==> src/rtl/contador_timer_bcd_pkg.sv <==
// ============================================================
// Module : contador_timer_bcd_pkg
// Desc   : Shared state encoding, default limits and BCD helpers
// Rev    : 1.0
// ============================================================
`default_nettype none

package contador_timer_bcd_pkg;

  typedef enum logic [1:0] {
    ST_IDLE  = 2'd0,
    ST_RUN   = 2'd1,
    ST_PAUSE = 2'd2,
    ST_DONE  = 2'd3
  } state_t;

  localparam logic [7:0] C_HORA_MAX_DEF   = 8'h23;
  localparam logic [7:0] C_MINSEG_MAX_DEF = 8'h59;
  localparam logic [7:0] C_BCD_ZERO       = 8'h00;

  // Increment a valid 2-digit BCD value; the caller handles the wrap at the terminal value.
  function automatic logic [7:0] bcd_inc(input logic [7:0] v);
    if (v[3:0] >= 4'd9)
      return {v[7:4] + 4'd1, 4'd0};
    return {v[7:4], v[3:0] + 4'd1};
  endfunction

  function automatic logic bcd_valid(input logic [7:0] v, input logic [7:0] max);
    return (v[7:4] <= 4'd9) && (v[3:0] <= 4'd9) && (v <= max);
  endfunction

endpackage

`default_nettype wire

==> src/rtl/contador_timer_bcd_bcd_2dig.sv <==
// ============================================================
// Module : contador_bcd_2dig
// Desc   : Two-digit BCD register with clear, load, increment and wrap carry
// Rev    : 1.0
// ============================================================
`default_nettype none

module contador_bcd_2dig
  import contador_timer_bcd_pkg::*;
(
  input  logic       clk,
  input  logic       i_rst_n,
  input  logic       i_clr,
  input  logic       i_load,
  input  logic       i_inc,
  input  logic [7:0] i_load_val,
  input  logic [7:0] i_max_val,
  output logic [7:0] o_value,
  output logic       o_carry
);

  logic [7:0] r_value;

  always_ff @(posedge clk or negedge i_rst_n) begin
    if (!i_rst_n)
      r_value <= C_BCD_ZERO;
    else if (i_clr)
      r_value <= C_BCD_ZERO;
    else if (i_load)
      r_value <= i_load_val;
    else if (i_inc)
      r_value <= (r_value == i_max_val) ? C_BCD_ZERO : bcd_inc(r_value);
  end

  assign o_carry = i_inc && (r_value == i_max_val);
  assign o_value = r_value;

endmodule

`default_nettype wire

==> src/rtl/contador_timer_bcd.sv <==
// ============================================================
// Module : contador_timer_bcd
// Desc   : HH:MM:SS BCD elapsed-time counter with run/pause/load control
// Rev    : 1.0
// ============================================================
`default_nettype none

module contador_timer_bcd
  import contador_timer_bcd_pkg::*;
#(
  parameter logic [7:0] HORA_MAX   = C_HORA_MAX_DEF,
  parameter logic [7:0] MINSEG_MAX = C_MINSEG_MAX_DEF
) (
  input  logic       clk,
  input  logic       reset,
  input  logic       tick_1hz,
  input  logic       start,
  input  logic       stop,
  input  logic       clear,
  input  logic       load,
  input  logic [7:0] hora_load,
  input  logic [7:0] minuto_load,
  input  logic [7:0] segundo_load,
  output logic [7:0] hora_out,
  output logic [7:0] minuto_out,
  output logic [7:0] segundo_out,
  output logic       running,
  output logic       done,
  output logic       load_err
);

  state_t r_state;
  state_t w_next_state;
  logic   r_load_err;

  logic w_clr;
  logic w_load;
  logic w_load_err;
  logic w_tick_en;
  logic w_seg_carry;
  logic w_min_carry;
  logic w_unused_hora_carry;
  logic w_load_ok;
  logic w_hits_term;
  logic w_can_load;

  assign w_can_load = (r_state == ST_IDLE) || (r_state == ST_PAUSE);

  assign w_load_ok = bcd_valid(hora_load, HORA_MAX)
                  && bcd_valid(minuto_load, MINSEG_MAX)
                  && bcd_valid(segundo_load, MINSEG_MAX)
                  && ({hora_load, minuto_load, segundo_load}
                      != {HORA_MAX, MINSEG_MAX, MINSEG_MAX});

  // The next tick lands exactly on the terminal count.
  assign w_hits_term = (hora_out == HORA_MAX) && (minuto_out == MINSEG_MAX)
                    && (bcd_inc(segundo_out) == MINSEG_MAX);

  always_ff @(posedge clk or negedge reset) begin
    if (!reset) begin
      r_state    <= ST_IDLE;
      r_load_err <= 1'b0;
    end else begin
      r_state    <= w_next_state;
      r_load_err <= w_load_err;
    end
  end

  // A command ignored in the current state falls through to the next lower priority one.
  always_comb begin
    w_next_state = r_state;
    w_clr        = 1'b0;
    w_load       = 1'b0;
    w_load_err   = 1'b0;
    w_tick_en    = 1'b0;
    if (clear) begin
      w_next_state = ST_IDLE;
      w_clr        = 1'b1;
    end else if (load && w_can_load) begin
      if (w_load_ok)
        w_load = 1'b1;
      else
        w_load_err = 1'b1;
    end else if (stop && (r_state == ST_RUN)) begin
      w_next_state = ST_PAUSE;
    end else if (start && w_can_load) begin
      w_next_state = ST_RUN;
    end else if (tick_1hz && (r_state == ST_RUN)) begin
      w_tick_en = 1'b1;
      if (w_hits_term)
        w_next_state = ST_DONE;
    end
  end

  contador_bcd_2dig u_segundo (
    .clk        (clk),
    .i_rst_n    (reset),
    .i_clr      (w_clr),
    .i_load     (w_load),
    .i_inc      (w_tick_en),
    .i_load_val (segundo_load),
    .i_max_val  (MINSEG_MAX),
    .o_value    (segundo_out),
    .o_carry    (w_seg_carry)
  );

  contador_bcd_2dig u_minuto (
    .clk        (clk),
    .i_rst_n    (reset),
    .i_clr      (w_clr),
    .i_load     (w_load),
    .i_inc      (w_seg_carry),
    .i_load_val (minuto_load),
    .i_max_val  (MINSEG_MAX),
    .o_value    (minuto_out),
    .o_carry    (w_min_carry)
  );

  contador_bcd_2dig u_hora (
    .clk        (clk),
    .i_rst_n    (reset),
    .i_clr      (w_clr),
    .i_load     (w_load),
    .i_inc      (w_min_carry),
    .i_load_val (hora_load),
    .i_max_val  (HORA_MAX),
    .o_value    (hora_out),
    .o_carry    (w_unused_hora_carry)
  );

  assign running  = (r_state == ST_RUN);
  assign done     = (r_state == ST_DONE);
  assign load_err = r_load_err;

endmodule

`default_nettype wire

==> config.mk <==
export PLATFORM = sky130hd
export DESIGN_NAME = contador_timer_bcd
export DESIGN_NICKNAME = d
export VERILOG_FILES = /design/src/rtl/contador_timer_bcd_pkg.sv /design/src/rtl/contador_timer_bcd_bcd_2dig.sv /design/src/rtl/contador_timer_bcd.sv
export SDC_FILE = /design/constraint.sdc
export NUM_CORES = 1
export LEC_CHECK = 0
export BUFFER_PORTS_ARGS = -buffer_cell sky130_fd_sc_hd__buf_2
export CAP_MARGIN = 0
export CORE_ASPECT_RATIO = 1.25
export CORE_MARGIN = 4
export CORE_UTILIZATION = 40
export DETAILED_ROUTE_END_ITERATION = 7
export PLACE_DENSITY = 0.66
export SETUP_SLACK_MARGIN = 0.5
export SYNTH_ARGS = -nofsm -noshare
export SYNTH_HDL_FRONTEND = slang
export SYNTH_SLANG_ARGS = --single-unit
==> constraint.sdc <==
create_clock -name clk -period 3.4 [get_ports clk]
set_input_delay 0.34 -clock clk [delete_from_list [all_inputs] [get_ports clk]]
set_output_delay 0.34 -clock clk [all_outputs]
set_load 0.05 [all_outputs]
# Word level (Yosys, flattened, before mapping)
# Index checks and enable logic that the tools add are counted.
word_totals:
  reg_bits: 27
  latchBits: 0
  mem_bits_rw: 0
  mem_bits_ro: 0
  inputBits: 31
  out_inout_bits: 27
  wordCells: 115
  memories: 0
op_classes:
  n_addsub: 6
  n_mul: 0
  div_mod_pow: 0
  magnitude_cmp: 12
  eq_ne: 9
  shift: 0
  n_mux: 49
  bitwise_logic: 0
  n_reduce_logical: 31
op_table:
  columns: ["op", "count"]
  rows:
  - ["8-bit two-way mux", 19]
  - ["4-bit by 1-bit adder with 4-bit output (second input constant)", 6]
  - ["8-bit by 7-bit == test with 1-bit output (second input constant)", 3]
  - ["4-bit <= comparator (second input constant)", 6]
  - ["1-bit two-way mux", 24]
  - ["24-bit by 22-bit inequality test with 1-bit output (second input constant)", 1]
  - ["4-bit nonzero test", 5]
  - ["1-bit logical AND", 17]
  - ["8-bit by 7-bit <= comparator with 1-bit output (second input constant)", 2]
  - ["4-bit greater-or-equal comparator (second input constant)", 3]
  - ["2-bit two-way mux", 6]
  - ["3-bit nonzero test", 3]
  - ["8-bit by 6-bit == test with 1-bit output (second input constant)", 1]
  - ["8-bit by 6-bit <= comparator with 1-bit output (second input constant)", 1]
  - ["2-bit AND reduction", 3]
  - ["2-bit == test (second input constant)", 2]
  - ["3-bit AND reduction", 1]
  - ["2-bit by 1-bit == test with 1-bit output (second input constant)", 1]
  - ["2-bit logical NOT", 1]
  - ["2-bit inequality test (second input constant)", 1]
  - ["1-bit logical OR", 1]

# Longest topological paths before layout
# Gate-level depths: netlist of the first run.
logic_depth:
  word_depth: 17
  depth_mapped: 11
  mapped_depth_nobuf: 11

# By module
# Synthesis of the first run repeated with hierarchy kept, for this count alone.
hier_totals:
  cells_unflattened: 316
  hier_area_um2: 2770.2
by_module_without_submodules:
  columns: ["module", "n_inst", "cells_per_inst", "area_per_inst_um2", "seq_area_each_um2"]
  rows:
  - ["contador_bcd_2dig", 3, 89, 782.0, 200.2]
  - ["contador_timer_bcd", 1, 49, 424.2, 75.1]

# Least setup slack after synthesis of the first run
# OpenSTA, ideal clock, no wires.
synth_path:
  kind: "flip-flop to flip-flop"
  start: "reg u_segundo.r_value[0], in the netlist u_segundo.o_value[0]"
  end: "reg r_state[1]"
  setup_ns: 0.125
  t_arrival_ns: 2.976
  t_required_ns: 3.275
  setup_slack_ns: 0.299
  stages_incl_launch_ff: 12
  path_buffers: 0
  synth_period_minus_slack_ns: 3.101
  cell_sequence: "dfrtp_1 inv_1 ha_1 nor3b_1 nor2_1 ha_1 or4_1 nor2_1 nor4b_1 nand2_1 a31oi_1 mux2_2"
synth_between:
  elab_chain_len: 7
  word_cells_on_any_way: 8
  classes_between: "add/sub (1); order compare (1); eq/ne (1); mux (2); reduce/logical (3)"
synth_rtl:
  columns: ["element", "line_no", "rtl"]
  rows:
  - ["start, declared", "contador_timer_bcd_bcd_2dig.sv:22", "logic [7:0] r_value;"]
  - ["start signal, assigned", "contador_timer_bcd_bcd_2dig.sv:30", "r_value <= i_load_val;"]
  - ["start signal, assigned", "contador_timer_bcd_bcd_2dig.sv:32", "r_value <= (r_value == i_max_val) ? C_BCD_ZERO : bcd_inc(r_value);"]
  - ["4-bit greater-or-equal comparator", "contador_timer_bcd_pkg.sv:23", "if (v[3:0] >= 4'd9)"]
  - ["1-bit two-way mux", "contador_timer_bcd_pkg.sv:23", null]
  - ["8-bit two-way mux *", "contador_timer_bcd_pkg.sv:25", "return {v[7:4], v[3:0] + 4'd1};"]
  - ["8-bit by 7-bit == test with 1-bit output *", "contador_timer_bcd.sv:57", "&& (bcd_inc(segundo_out) == MINSEG_MAX);"]
  - ["1-bit logical AND *", "contador_timer_bcd.sv:57", null]
  - ["4-bit nonzero test (no source line) *", null, null]
  - ["3-bit AND reduction (no source line) *", null, null]
  - ["end signal, assigned", "contador_timer_bcd.sv:64", "r_state <= w_next_state;"]
  - ["end, declared", "contador_timer_bcd.sv:32", "state_t r_state;"]
# Mark *: on every way between the ends. The rest lies on a longest branch, timed or not.
# A chain may end at the register's enable or synchronous reset.

# Final worst setup path of the first run
# Same ends and word-level chain as after synthesis.

==> flow_summary.json, run 1 <==
{
  "outcome": "completed",
  "drc": 0,
  "drt_pre_antenna_iters": 4,
  "grt_pass1_wl_mm": 9.40,
  "finalHoldViolCount": 0,
  "hp-class": "in -> async",
  "crit_arrival_ns": 2.94,
  "cts_hold_buf": 0,
  "drt_iter0_drc": 123,
  "syn_inst": 232,
  "wl_mm": 5.76,
  "insertion_delay_ns": 0.27,
  "worst_pin_slew_ns": 0.621,
  "power.density_nw_per_um2": 262,
  "ios": 58,
  "yosysSeqAreaShare": 0.324,
  "yosysTopAreaCell": "dfrtp_1",
  "yosysTopAreaCellShare": 0.324,
  "dp_hpwl_mm": 4.45,
  "cts_tree": "done",
  "async_flop_share": 1.00,
  "drv_cap": 0,
  "crit_fanout": 7,
  "overflow": 0,
  "viasPerCell": 5.70,
  "wire_per_inst_um": 16.2,
  "die_area_um2": 6430,
  "rsz0062_at_grt": "no",
  "grt_use_total": 0.183,
  "finClkSkew_ns": 0.00321,
  "synth_commonest_cells": "dfrtp_1 (27), nand2_1 (21), nor2_1 (19)",
  "synthFlopType": "dfrtp_1",
  "floorplan.initialDensity": 0.410,
  "fin_crit_sh": 0.817,
  "utilization": 0.501,
  "grt_pass1_vias": 1952,
  "power_mw": 0.666,
  "slew_headroom": 0.586,
  "clkSlewWorstSetupHoldPaths_ns": 0.09,
  "area_delta_synth_final_pct": 22.2,
  "synth_edf_count": 0,
  "syn_nets": 279,
  "gp_congestion": 0.873,
  "clockRootBuffer": "clkbuf_8",
  "rows": 29,
  "ys_types": 58,
  "drive_gt1_frac": 0.294,
  "n_antenna_cell": 0,
  "finalMaxSlewViolations": 0,
  "antenna_left": 0,
  "avgSynthCellArea_um2": 8.98,
  "setup_viol": 0,
  "fmax_ghz": 0.360,
  "grt_max_degree": 28,
  "nets": 341,
  "htreeDepth": 1,
  "netlist_area_um2": 2080,
  "io_buffers": 57,
  "crit_path_end_kind": "flip-flop",
  "critPathKind": "reg -> reg",
  "cp-start-kind": "flip-flop",
  "antenna_found_initial": 0,
  "synthTopCellsByArea": "dfrtp_1 (32%), ha_1 (9.6%), nand2_1 (3.8%), a21oi_1 (3.6%), nor2_1 (3.4%)",
  "synth-seq-cells": 27,
  "fp.dieH_um": 88.7,
  "final.setup.tns_ns": 0,
  "clockBufferDepth": 2,
  "cts-buffers-inserted": 3,
  "core_area_um2": 5080,
  "cp.required_ns": 3.57,
  "num_vias": 2023,
  "final_cells": 355,
  "cts.sinks": 27,
  "place_inst": 350,
  "period_needed_ns": 2.78,
  "die_w_um": 72.6,
  "yosys_warnings": 0,
  "peakVddDrop_mv": 0.166,
  "fillers": 533,
  "post-synth-top-count-cell": "dfrtp_1",
  "p_leak_nw": 1.23
}
==> worst paths after layout <==
check | startpoint | end | slack [ns] | cells after the start
setup / recovery | u_segundo.o_value[0] | r_state[1] | 0.62 | 10
hold / removal | reset | u_minuto.o_value[1] | 0.07 | 1
setup reg to reg | u_segundo.o_value[0] | r_state[1] | 0.62 | 10
hold reg to reg | r_state[1] | r_state[1] | 0.57 | 1
max in group asynchronous | reset | u_segundo.o_value[1] | 2.89 | 1
min in group clk | segundo_load[4] | u_segundo.o_value[4] | 0.32 | 3
==> critical path: stages, from the launching register on <==
cell	delay [ns]
dfrtp_2	0.46
ha_2	0.22
nor3b_4	0.26
nor2_4	0.08
ha_1	0.27
or4_1	0.42
nor2_2	0.11
nor4b_4	0.20
nand2_1	0.10
a31oi_2	0.20
mux2_2	0.35
==> registers in the layout, indices dropped and copies added (netlist names) <==
register / cells
u_segundo.o_value: 8
r_state: 2
u_hora.o_value: 8
load_err: 1
u_minuto.o_value: 8
==> cells by family (layout without fill, tap and decap cells) <==
logic type / Yosys count / after routing / share of synthesized area
muxes: 5 / 5 / 0.0246
DFF: 27 / 27 / 0.324
and+or+nand+nor: 95 / 95 / 0.265
adders and majority gates: 16 / 16 / 0.0961
AOI/OAI and AO/OA: 66 / 66 / 0.237
buffers and inverters: 19 / 80 / 0.0360
xor gates and xnor gates: 4 / 4 / 0.0168
==> metrics by stage <==
stage	instance area [um2]	hold WS [ns]	setup WS, ns
floorplan	2090	0.0444	0.519
global placement	2450	0.403	0.544
detailed placement	2450	0.398	0.499
CTS	2500	0.0976	0.537
global route	2550	0.109	0.436
finish	2550	0.0726	0.622
==> area by class of cell <==
cell class,instances,area (um2),share of cell area
multi-input combinational,186,1380,0.541
tap,62,77.6,0.0305
inverter,16,60.1,0.0236
clock buffer,4,45.0,0.0177
sequential,27,678,0.266
timing repair buffer,60,308,0.121
==> power by group <==
part / internal (mW) / switching (mW) / total, mW
Sequential: 0.330 / 0.0107 / 0.340
Combinational: 0.0454 / 0.0949 / 0.140
Clock: 0.0840 / 0.101 / 0.185
==> routing by layer <==
metal	up-vias	global-route usage	part of all wire
met5	-	0	0
met3	6	0.0182	0.052
li1	988	-	-
met1	965	0.252	0.44
met2	64	0.300	0.49
met4	0	0.0604	0.016
==> cell usage in the layout (no fill, tap or decap), types with 3 or more instances in the layout <==
| master | synthesis | final |
|---|---|---|
| nand3_1 | 14 | 14 |
| ha_1 | 16 | 15 |
| and2_1 | 3 | 3 |
| inv_1 | 16 | 16 |
| nor2b_1 | 4 | 4 |
| nand4_1 | 3 | 3 |
| o21ai_0 | 11 | 11 |
| a21oi_1 | 15 | 15 |
| buf_4 | 1 | 3 |
| nor2_1 | 19 | 17 |
| o31ai_1 | 6 | 6 |
| buf_2 | 0 | 57 |
| a21o_1 | 3 | 3 |
| a22o_1 | 4 | 4 |
| mux2i_1 | 4 | 4 |
| or4_1 | 3 | 3 |
| and3_1 | 3 | 3 |
| a22oi_1 | 4 | 4 |
| o2bb2ai_1 | 4 | 4 |
| nor3_1 | 4 | 4 |
| clkbuf_8 | 0 | 3 |
| nand2_1 | 21 | 21 |
| dfrtp_1 | 27 | 25 |
==> what timing repair did <==
action	4_1_cts	5_1_grt
resized for setup	1	7
buffers inserted	0	1
pin swaps	0	2
endpoints found under the setup margin	1	1
Note: power is estimated with default switching activity, not from simulation.
==> inputs of run 2 (changes only) <==
--- a/config.mk
+++ b/config.mk
@@ -11,7 +11,7 @@
 export CORE_MARGIN = 4
 export CORE_UTILIZATION = 40
 export DETAILED_ROUTE_END_ITERATION = 7
-export PLACE_DENSITY = 0.66
+export PLACE_DENSITY = 0.68
 export SETUP_SLACK_MARGIN = 0.5
 export SYNTH_ARGS = -nofsm -noshare
 export SYNTH_HDL_FRONTEND = slang
==> constraint.sdc (replaced) <==
create_clock -name clk -period 2.3 [get_ports clk]
set_input_delay 0.23 -clock clk [delete_from_list [all_inputs] [get_ports clk]]
set_output_delay 0.23 -clock clk [all_outputs]
set_load 0.05 [all_outputs]
==> run 2 against run 1 <==
  * The flow now finishes with violations (negative setup slack)
  * Die area stayed put
  * Routed wire length is 22% higher
  * Non-clock buffer count is 38 higher
  * Worst setup slack worse by 0.99 ns
  * Register-to-register slack worse by 0.99 ns
  * First-iteration DRC count is 61% higher
  * Via count is 14% higher
  * Global-route usage is 2.7 points higher
  * Critical path type unchanged
  * Critical endpoint unchanged
==> flow_summary.json, run 2 (synthesis gave the netlist of run 1 again) <==
{
  "outcome": "finished with violations",
  "violations": "negative setup slack",
  "crit_fanout": 4,
  "dp_hpwl_mm": 4.87,
  "most-common-layout-cells": "buf_2 (56), buf_4 (27), nand2_1 (17)",
  "fillers": 423,
  "grt_max_degree": 28,
  "fmax_ghz": 0.375,
  "rows": 29,
  "crit_arrival_ns": 2.85,
  "grt_pass1_wl_mm": 10.6,
  "cp.required_ns": 2.48,
  "cts.sinks": 27,
  "rsz0062_at_grt": "yes",
  "setup_ws_ns": -0.366,
  "hp-class": "in -> reg",
  "antenna_found_initial": 0,
  "area_delta_synth_final_pct": 53.5,
  "critPathKind": "reg -> reg",
  "n_antenna_cell": 0,
  "grt_pass1_vias": 2256,
  "peakVddDrop_mv": 0.234,
  "cp-start-kind": "flip-flop",
  "drive_gt1_frac": 0.529,
  "antenna_left": 0,
  "worstHoldStart": "hora_load[4]",
  "grt_use_total": 0.210,
  "nets": 379,
  "htreeDepth": 1,
  "wl_mm": 7.02,
  "drt_pre_antenna_iters": 4,
  "cts-buffers-inserted": 3,
  "io_buffers": 57,
  "fp.dieH_um": 88.7,
  "overflow": 0,
  "ios": 58,
  "period_needed_ns": 2.67,
  "cts_tree": "done",
  "finClkSkew_ns": 0.0120,
  "r2r_start": "u_segundo.o_value[0]",
  "slew_headroom": 0.555,
  "clockRootBuffer": "clkbuf_8",
  "cp-startpoint": "u_segundo.o_value[0]",
  "clkSlewWorstSetupHoldPaths_ns": 0.10,
  "die_area_um2": 6430,
  "power.density_nw_per_um2": 334,
  "core_area_um2": 5080,
  "insertion_delay_ns": 0.29,
  "drv_cap": 0,
  "drc": 0,
  "post-place-ws_ns": -0.351,
  "crit_path_end_kind": "flip-flop",
  "die_w_um": 72.6,
  "wire_per_inst_um": 17.9,
  "p_leak_nw": 1.51,
  "num_vias": 2305,
  "gp_congestion": 0.896,
  "setup_viol": 2,
  "worst_pin_slew_ns": 0.666,
  "clockBufferDepth": 2,
  "finalMaxSlewViolations": 0,
  "floorplan.initialDensity": 0.410,
  "drt_iter0_drc": 198,
  "viasPerCell": 5.87,
  "finalHoldViolCount": 0,
  "fin_crit_sh": 1.16,
  "mostFrequentLayoutCell": "buf_2",
  "utilization": 0.630
}
-- run 2: cell count changes in the layout (fill, tap and decap cells not counted), moves of 4 or more --
cell	delta
a21oi_1	-9
a21oi_2	+7
buf_4	+24
buf_6	+13
dfrtp_1	-9
dfrtp_2	+9
ha_4	+4
nand2_1	-4
nor2_4	+4
o21ai_0	-5
o21ai_2	+4
-- run 2: final cells by class --
cell class	instances	area [um2]	share of cell area
clock buffer	4	45.0	0.0141
timing repair buffer	98	654	0.205
multi-input combinational	186	1670	0.522
tap	62	77.6	0.0243
sequential	27	689	0.216
inverter	16	62.6	0.0196
-- run 2: routing by layer --
layer	vias to the layer above	track usage	wire [um]
li1	1067	-	-
met1	1127	0.257	2800
met2	89	0.369	3630
met3	22	0.0318	380
met4	0	0.0822	214
met5	-	0	0
-- run 2: per-stage QoR --
stage          cells  power [mW]  area (um2)  TNS [ns]  hold WS [ns]
2_1_floorplan    232       0.638        2160    -0.593       -0.0656
5_1_grt          393        1.11        3200    -0.900         0.226
6_report         393        1.07        3200    -0.664         0.196
4_1_cts          382        1.04        2850    -0.554         0.192
3_5_place_dp     364       0.731        2630    -0.433         0.294
3_3_place_gp     364       0.729        2630    -0.368         0.299
-- run 2: power by group --
| group | internal, mW | leakage [nW] | switching [mW] |
|---|---|---|---|
| sequential | 0.487 | 0.350 | 0.0161 |
| combinational | 0.107 | 1.14 | 0.168 |
| clock | 0.125 | 0.0228 | 0.163 |
-- run 2: critical path: stages (launching register included) --
cell     delay [ns]
dfrtp_2        0.46
inv_2          0.09
ha_4           0.12
nor3b_4        0.22
nor2_4         0.07
ha_4           0.22
or4_4          0.41
nor2_1         0.10
nor4b_2        0.22
nand2_1        0.14
a31oi_4        0.20
mux2_4         0.32
-- run 2: timing repair --
action / 4_1_cts / 5_1_grt
hold endpoints to repair: 27 / 0
resized for setup: 14 / 64
setup endpoints to repair: 25 / 25
hold buffers: 1 / 0
pin swaps: 11 / 21
setup buffers: 13 / 11
-- run 2: path summary, 6_finish.rpt --
kind | endpoint | slack, ns | cells after the start
max | r_state[1] | -0.37 | 11
min | u_hora.o_value[4] | 0.20 | 3
max reg2reg | r_state[1] | -0.37 | 11
min reg2reg | u_minuto.o_value[1] | 0.57 | 1
max in group asynchronous | u_minuto.o_value[6] | 1.34 | 2
min in group asynchronous | r_state[1] | 0.49 | 2
